===== src/rtl/alu_arbiter.sv =====
// alu_arbiter: two-requester round-robin front end for a shared ALU.
// Ports:
//   clk, rst              clock and synchronous active-high reset
//   rN_req/in1/in2/op     requester N operation (held until rN_gnt)
//   rN_gnt                one-cycle combinational grant in IDLE
//   alu_in1/in2/op        ALU operands, driven only in EXEC, else 0
//   alu_flag_in           current architectural flags to the ALU
//   alu_out/alu_flag      ALU result and flags ({Z,V,N})
//   rsp_valid/id/data     one-cycle response with the registered result
//   flag_q                architectural flag register ({Z,V,N})
//   busy                  high whenever the FSM is not in IDLE
module alu_arbiter (
    input  logic        clk,
    input  logic        rst,
    input  logic        r0_req,
    input  logic [15:0] r0_in1,
    input  logic [15:0] r0_in2,
    input  logic [2:0]  r0_op,
    input  logic        r1_req,
    input  logic [15:0] r1_in1,
    input  logic [15:0] r1_in2,
    input  logic [2:0]  r1_op,
    output logic        r0_gnt,
    output logic        r1_gnt,
    output logic [15:0] alu_in1,
    output logic [15:0] alu_in2,
    output logic [2:0]  alu_op,
    output logic [2:0]  alu_flag_in,
    input  logic [15:0] alu_out,
    input  logic [2:0]  alu_flag,
    output logic        rsp_valid,
    output logic        rsp_id,
    output logic [15:0] rsp_data,
    output logic [2:0]  flag_q,
    output logic        busy
);

    typedef enum logic [1:0] {
        IDLE = 2'd0,
        EXEC = 2'd1,
        RESP = 2'd2
    } state_t;

    state_t      state_q, state_d;
    logic        last_q, last_d;
    logic [15:0] in1_q, in1_d;
    logic [15:0] in2_q, in2_d;
    logic [2:0]  op_q, op_d;
    logic        id_q, id_d;
    logic [15:0] data_q, data_d;
    logic [2:0]  stage_q, stage_d;
    logic [2:0]  flags_q, flags_d;

    logic        gnt0, gnt1;
    logic [2:0]  upd_mask;

    // Which flag bits an opcode is allowed to write ({Z,V,N}).
    always_comb begin
        upd_mask = 3'b000;
        unique case (op_q)
            3'b000, 3'b001:                 upd_mask = 3'b111;
            3'b010, 3'b100, 3'b101, 3'b110: upd_mask = 3'b100;
            default:                        upd_mask = 3'b000;
        endcase
    end

    // Round-robin pick: a lone requester wins; on a tie the one
    // not granted last wins. Reset masks every grant.
    always_comb begin
        gnt0 = 1'b0;
        gnt1 = 1'b0;
        if (!rst && state_q == IDLE) begin
            if (r0_req && r1_req) begin
                gnt0 = last_q;
                gnt1 = !last_q;
            end else begin
                gnt0 = r0_req;
                gnt1 = r1_req;
            end
        end
    end

    always_comb begin
        state_d = state_q;
        last_d  = last_q;
        in1_d   = in1_q;
        in2_d   = in2_q;
        op_d    = op_q;
        id_d    = id_q;
        data_d  = data_q;
        stage_d = stage_q;
        flags_d = flags_q;
        unique case (state_q)
            IDLE: begin
                if (gnt0 || gnt1) begin
                    state_d = EXEC;
                    last_d  = gnt1;
                    id_d    = gnt1;
                    in1_d   = gnt1 ? r1_in1 : r0_in1;
                    in2_d   = gnt1 ? r1_in2 : r0_in2;
                    op_d    = gnt1 ? r1_op  : r0_op;
                end
            end
            EXEC: begin
                state_d = RESP;
                data_d  = alu_out;
                stage_d = alu_flag;
            end
            RESP: begin
                state_d = IDLE;
                flags_d = (flags_q & ~upd_mask) | (stage_q & upd_mask);
            end
            default: state_d = IDLE;
        endcase
    end

    always_ff @(posedge clk) begin
        if (rst) begin
            state_q <= IDLE;
            last_q  <= 1'b1;
            in1_q   <= '0;
            in2_q   <= '0;
            op_q    <= '0;
            id_q    <= 1'b0;
            data_q  <= '0;
            stage_q <= '0;
            flags_q <= '0;
        end else begin
            state_q <= state_d;
            last_q  <= last_d;
            in1_q   <= in1_d;
            in2_q   <= in2_d;
            op_q    <= op_d;
            id_q    <= id_d;
            data_q  <= data_d;
            stage_q <= stage_d;
            flags_q <= flags_d;
        end
    end

    // Outputs are forced to 0 while rst is high, even in the
    // cycle before the registers have been cleared.
    always_comb begin
        r0_gnt      = gnt0;
        r1_gnt      = gnt1;
        alu_in1     = '0;
        alu_in2     = '0;
        alu_op      = '0;
        if (!rst && state_q == EXEC) begin
            alu_in1 = in1_q;
            alu_in2 = in2_q;
            alu_op  = op_q;
        end
        flag_q      = rst ? 3'b000 : flags_q;
        alu_flag_in = flag_q;
        rsp_valid   = !rst && state_q == RESP;
        rsp_id      = rst ? 1'b0 : id_q;
        rsp_data    = rst ? 16'h0000 : data_q;
        busy        = !rst && state_q != IDLE;
    end

endmodule

===== config.mk =====
export PLATFORM = sky130hd
export DESIGN_NAME = alu_arbiter
export DESIGN_NICKNAME = d
export VERILOG_FILES = /design/src/rtl/alu_arbiter.sv
export SDC_FILE = /design/constraint.sdc
export NUM_CORES = 1
export LEC_CHECK = 0
export ABC_AREA = 1
export ABC_CLOCK_PERIOD_IN_PS = 1000
export CAP_MARGIN = 10
export CORE_MARGIN = 2
export CORE_UTILIZATION = 30
export CTS_CLUSTER_SIZE = 40
export DETAILED_ROUTE_END_ITERATION = 16
export PLACE_DENSITY_LB_ADDON = 0.2
export REMOVE_ABC_BUFFERS = 1
export SLEW_MARGIN = 10
export SYNTH_ARGS = -nofsm -noshare
export SYNTH_HDL_FRONTEND = slang
export SYNTH_SLANG_ARGS = --single-unit

===== constraint.sdc =====
create_clock -name clk -period 1 [get_ports clk]
set_input_delay 0.15 -clock clk [delete_from_list [all_inputs] [get_ports clk]]
set_output_delay 0.15 -clock clk [all_outputs]
set_load 0.1 [all_outputs]

==> results.cfg, run 1 <==
[drt]
final_antenna_net_count = 0
via_count = 3917
dr.pass1.iters = 4
drt_iter0_markers = 161
wire_per_inst_um = 13.9
wl_um = 11900
drc = 0
via_per_inst = 4.57

[global_routing]
grt_pass1_wl_um = 19400
antenna_found_initial = 0
grt_start_max_net_pins = 37
grt_pass1_vias = 3996
globalRouteOverflowTotal = 0
globalRouteTotalUtil = 0.188

[clock_tree]
cts.sinks = 61
cts_tree = built
htree_levels = 3
root_buffer = clkbuf_16
numCtsBuffers = 9
path_clk_slew_ns = 0.05
clk_latency_ns = 0.31
clockBufferDepth = 2
holdBufCountCts = 0

[critical_path]
cp_num_buf_inv = 4
crit_family = buffers and inverters
max_stage_delay_ns = 0.36
cp_max_fo = 7
r2r_slack_ns = -0.54
worstRegToRegCells = 10
required_ns = 0.85
cpMaxStageDelayCell = dfxtp_4
crit_top_cell = buf_12
crit_type = flop to primary output
arrival_ns = 1.47
r2r-end = in1_q[1]
cp-start-kind = flop
cp_cell_sequence = inv_4, nand2_4, nor2_8, inv_8, buf_12, nor2_4, buf_12
critPathCaptureType = primary output
r2r-start = state_q[1]

[sta]
timing.final.hold_violations = 0
setup_viol = 122
period_share = 1.62
skew_ns = 0.00527
finalHoldWorstSlack_ns = 0.444
worst_pin_slew_ns = 0.385
maxSlewHeadroom = 0.743
rsz0062_at_grt = yes
period_needed_ns = 1.62
max_freq_ghz = 0.617
fin_ws_ns = -0.621
maxSlewViolCount = 0

[placed_design]
port_buffers = 154
placed_area_um2 = 5840
globalplace.congestion = 0.784
post-place-ws_ns = -0.670
hpwlAfterDp_um = 6980

[floorplanning]
core-area_um2 = 11300
die_area_um2 = 12400
start_util = 0.305
ios = 155
fp.dieH_um = 111
die_w_um = 111
row_count = 39

[power_and_ir_drop]
leakage_uw = 0.00303
total_power_uw = 10900
switching_share = 0.327
combPwrFrac = 0.393
internal-power_uw = 7340
p_per_area_nw_per_um2 = 1450
clkPwrFrac = 0.339
pwr-share-seq = 0.268
power_switching_uw = 3570
vdd_drop_max_mv = 0.839

[run_status]
failed_checks = setup timing
status = finished with violations

[hold_path]
hold_depth = 2
hp-class = input pin to flop
whs_endpoint = data_q[8]
hold_start = alu_out[8]

[cells_and_area]
nNetsFinal = 802
drive_above_1_share = 0.443
n_antenna_cell = 0
area_growth_pct = 117
stdcell_area_um2 = 7500
post-route-util = 0.663

[synth]
yosysWarnings = 0
synthFlopType = dfxtp_1
avgSynthCellArea_um2 = 6.75
syn_area_um2 = 3460
synth-seq-area-share = 0.353
yosys.cell_types.count = 24
synth_edf_count = 0
synthCells = 512
synthArstFlopShare = 0
ys_ff_latch = 61

[run]
drv_cap = 0
[placed cells by master, fill, tap and decap left out, types with 9 or more instances in the layout]
cell type	instances
o22a_1	16
o21ai_1	9
inv_2	22
nand2_2	11
buf_6	11
nor2_4	59
buf_12	78
buf_4	26
inv_1	72
o21ai_2	30
clkdlybuf4s50_1	91
dfxtp_1	39
nand3_1	33
nand2_1	25
clkbuf_16	12
a21oi_1	37
nor2_1	72
dfxtp_2	21
[routing by layer]
layer / wire length, µm / vias up / share of wire / GRT usage
li1: - / 1979 / - / -
met4: 130 / 0 / 0.011 / 0.0477
met3: 791 / 9 / 0.066 / 0.0468
met1: 5070 / 1794 / 0.42 / 0.242
met2: 5950 / 135 / 0.50 / 0.316
met5: 0 / - / 0 / 0
[power groups by stage]
stage | registers, µW | clock network (µW) | logic (µW)
finish | 2920 | 3690 | 4290
global route | 2950 | 3880 | 4540
CTS | 2900 | 3750 | 4250
detailed placement | 2890 | 0 | 3150
global placement | 2880 | 0 | 3110
floorplan | 2870 | 0 | 1780
[logic make-up (layout without fill, tap and decap cells)]
logic type             after synthesis  after routing  share of synthesized area
AOI/OAI and AO/OA                   97             97                      0.161
buffers and inverters              134            336                      0.190
DFF                                 61             61                      0.353
and+or+nand+nor                    220            220                      0.296
[cells in the mapped netlist (3+ instances only)]
cell / number / share of area
o22a_1: 16 / 0.041
nand3_1: 38 / 0.055
nor2_1: 105 / 0.11
nor2_2: 30 / 0.054
buf_4: 7 / 0.015
o21ai_0: 19 / 0.027
inv_1: 93 / 0.10
buf_2: 11 / 0.016
a21oi_1: 38 / 0.055
inv_2: 3 / 0.0033
buf_6: 15 / 0.049
dfxtp_1: 61 / 0.35
clkbuf_1: 4 / 0.0043
nand2_1: 38 / 0.041
o21ai_1: 23 / 0.033
[how the worst max path moves through the flow]
| stage | from | end | slack, ns | cells after the start |
|---|---|---|---|---|
| 2_1_floorplan | flop | alu_flag_in[0] | -1.96 | 2 |
| 3_3_place_gp | rst | alu_op[1] | -0.67 | 7 |
| 3_5_place_dp | rst | alu_in1[11] | -0.67 | 7 |
| 4_1_cts | state_q[1] | alu_in1[4] | -0.64 | 7 |
| 5_1_grt | state_q[1] | alu_in2[3] | -0.68 | 7 |
| 6_report | state_q[1] | alu_in2[3] | -0.62 | 7 |
[sequential cells by signal, summed over array words and instances, names as in the netlist, named ones only]
signal	cells
data_q	16
in1_q	16
in2_q	16
op_q	3
stage_q	3
state_q	2
id_q	1
last_q	1
[area by class of cell]
| type | instances | area (µm²) |
|---|---|---|
| Inverter | 97 | 377 |
| Tap cell | 143 | 179 |
| Fill cell | 907 | 3820 |
| Clock buffer | 13 | 270 |
| Multi-Input combinational cell | 317 | 2170 |
| Sequential cell | 61 | 1250 |
| Clock inverter | 3 | 90.1 |
| Timing Repair Buffer | 223 | 3160 |
[stage by stage]
| step | TNS [ns] | instances |
|---|---|---|
| 6_report | -44.46 | 857 |
| 5_1_grt | -52.14 | 857 |
| 4_1_cts | -47.24 | 854 |
| 3_5_place_dp | -65.52 | 803 |
| 3_3_place_gp | -67.11 | 803 |
| 2_1_floorplan | -116.94 | 475 |
[what timing repair did]
action,4_1_cts,5_1_grt
setup buffers,25,8
endpoints found under the setup margin,121,122
pin swaps,38,49
gates cloned,12,3
resized for setup,210,46
No activity file was read; power rests on OpenSTA's default activity.
==> run 2: changes to the inputs <==
Settings changed: CTS_CLUSTER_DIAMETER set to 80.
==> results of run 2 <==
Same layout as run 1: the final DEF is identical, and so are final timing and power.
==> run 3: changes to the inputs <==
Settings changed: CORE_UTILIZATION 30 to 28.
==> run 3 against run 2 <==
The flow still finishes with violations (setup timing). Sequential power hardly changed. Power fell by 2.4%. Critical path depth unchanged. Via count grew 4.6%. Register-to-register slack worse by 0.08 ns. Clock skew fell by 0.0022 ns. Final cell count grew 3.7%. Sequential cell count did not move. Critical path type unchanged. Critical endpoint unchanged.
==> results.cfg, run 3 (synthesis gave the netlist of run 1 again) <==
[clock_tree]
cts.sinks = 61
numCtsBuffers = 9
holdBufCountCts = 0
root_buffer = clkbuf_16
clockBufferDepth = 2
cts_tree = built
path_clk_slew_ns = 0.05
htree_levels = 3
clk_latency_ns = 0.32

[power_and_ir_drop]
p_per_area_nw_per_um2 = 1320
vdd_drop_max_mv = 0.856
switching_share = 0.355
pwr-share-seq = 0.272
combPwrFrac = 0.445
leakage_uw = 0.00321
power_switching_uw = 3780
internal-power_uw = 6870
clkPwrFrac = 0.282

[critical_path]
cp-start-kind = flop
r2r-start = state_q[0]
arrival_ns = 1.48
critPathCaptureType = primary output
cp-startpoint = state_q[1]
cp_max_fo = 6
crit_type = flop to primary output
required_ns = 0.85

[drt]
wire_per_inst_um = 14.9
dr.pass1.iters = 4
wl_um = 13300
drt_iter0_markers = 189
final_antenna_net_count = 0
via_count = 4099
via_per_inst = 4.61
drc = 0

[cells_and_area]
final_cell_mix = clkdlybuf4s50_1, buf_12, inv_1
nNetsFinal = 830
drive_above_1_share = 0.499
final_common_cell = clkdlybuf4s50_1
top_regs = data_q x16, in1_q x16, in2_q x16
stdcell_area_um2 = 8060
nFillCells = 915
area_growth_pct = 133

[hold_path]
hp-class = input pin to flop
hold_start = rst

[sta]
timing.final.hold_violations = 0
skew_ns = 0.00303
maxSlewHeadroom = 0.798
worst_pin_slew_ns = 0.304
period_share = 1.63
tns_ns = -47.62
rsz0062_at_grt = yes
maxSlewViolCount = 0
fin_ws_ns = -0.631
setup_viol = 122
period_needed_ns = 1.63
max_freq_ghz = 0.613

[placed_design]
placed_area_um2 = 5870
port_buffers = 154
globalplace.congestion = 0.802
hpwlAfterDp_um = 7300

[floorplanning]
fp.dieH_um = 115
core-area_um2 = 12000
die_w_um = 115
row_count = 40
die_area_um2 = 13300
ios = 155
start_util = 0.288

[global_routing]
antenna_found_initial = 1
grt_start_max_net_pins = 29
grt_pass1_wl_um = 20200
globalRouteTotalUtil = 0.195
globalRouteOverflowTotal = 0
grt_pass1_vias = 4176

[run_status]
failed_checks = setup timing
status = finished with violations

[run]
drv_cap = 0
[run 3: metrics by stage]
step / hold WS [ns] / instances / setup slack (ns) / total power, µW / util
4_1_cts: 0.361 / 880 / -0.640 / 10400 / 0.637
3_5_place_dp: 0.486 / 808 / -0.664 / 6050 / 0.488
5_1_grt: 0.403 / 888 / -0.687 / 11100 / 0.671
2_1_floorplan: 0.255 / 475 / -1.96 / 4650 / -
3_3_place_gp: 0.462 / 808 / -0.663 / 6010 / 0.488
6_report: 0.382 / 889 / -0.631 / 10600 / 0.671
[run 3: layer usage]
metal,vias up,GRT usage,share of wire
li1,2039,-,-
met1,1898,0.221,0.39
met2,141,0.348,0.52
met3,21,0.0633,0.076
met4,0,0.0627,0.016
met5,-,0,0
[run 3: layout make-up]
class                           instances  area [µm²]  area share
Clock buffer                           10         229      0.0284
Inverter                               97         377      0.0467
Antenna cell                            1        2.50    0.000311
Clock inverter                          5        52.6     0.00652
Tap cell                              147         184      0.0228
Sequential cell                        61        1250       0.155
Timing Repair Buffer                  251        3590       0.445
Multi-Input combinational cell        317        2380       0.295
[run 3: worst max-delay path, stage by stage (launching register included)]
cell and delay (ns):
dfxtp_2 0.32, inv_2 0.07, nand2_4 0.07, nor2_8 0.12
inv_8 0.08, buf_16 0.16, nor2_4 0.14, buf_12 0.19
[run 3: worst paths after layout]
check                     to  slack, ns  cells past startpoint
hold reg to reg   stage_q[2]       0.50                      2
setup / recovery  alu_in2[3]      -0.63                      7
hold / removal    state_q[1]       0.38                      4
setup reg to reg   in2_q[12]      -0.62                     10
[run 3: repair_timing]
action / 4_1_cts / 5_1_grt
buffers inserted: 44 / 13
cloned: 16 / 4
gates resized for setup: 232 / 85
pin swaps: 68 / 73
setup endpoints to repair: 122 / 122
[run 3: power groups by stage]
stage	sequential, µW	clock, µW	combinational, µW
CTS	2890	3060	4440
finish	2900	3010	4740
detailed placement	2890	0	3160
global placement	2880	0	3130
floorplan	2870	0	1780
global route	2930	3180	5000
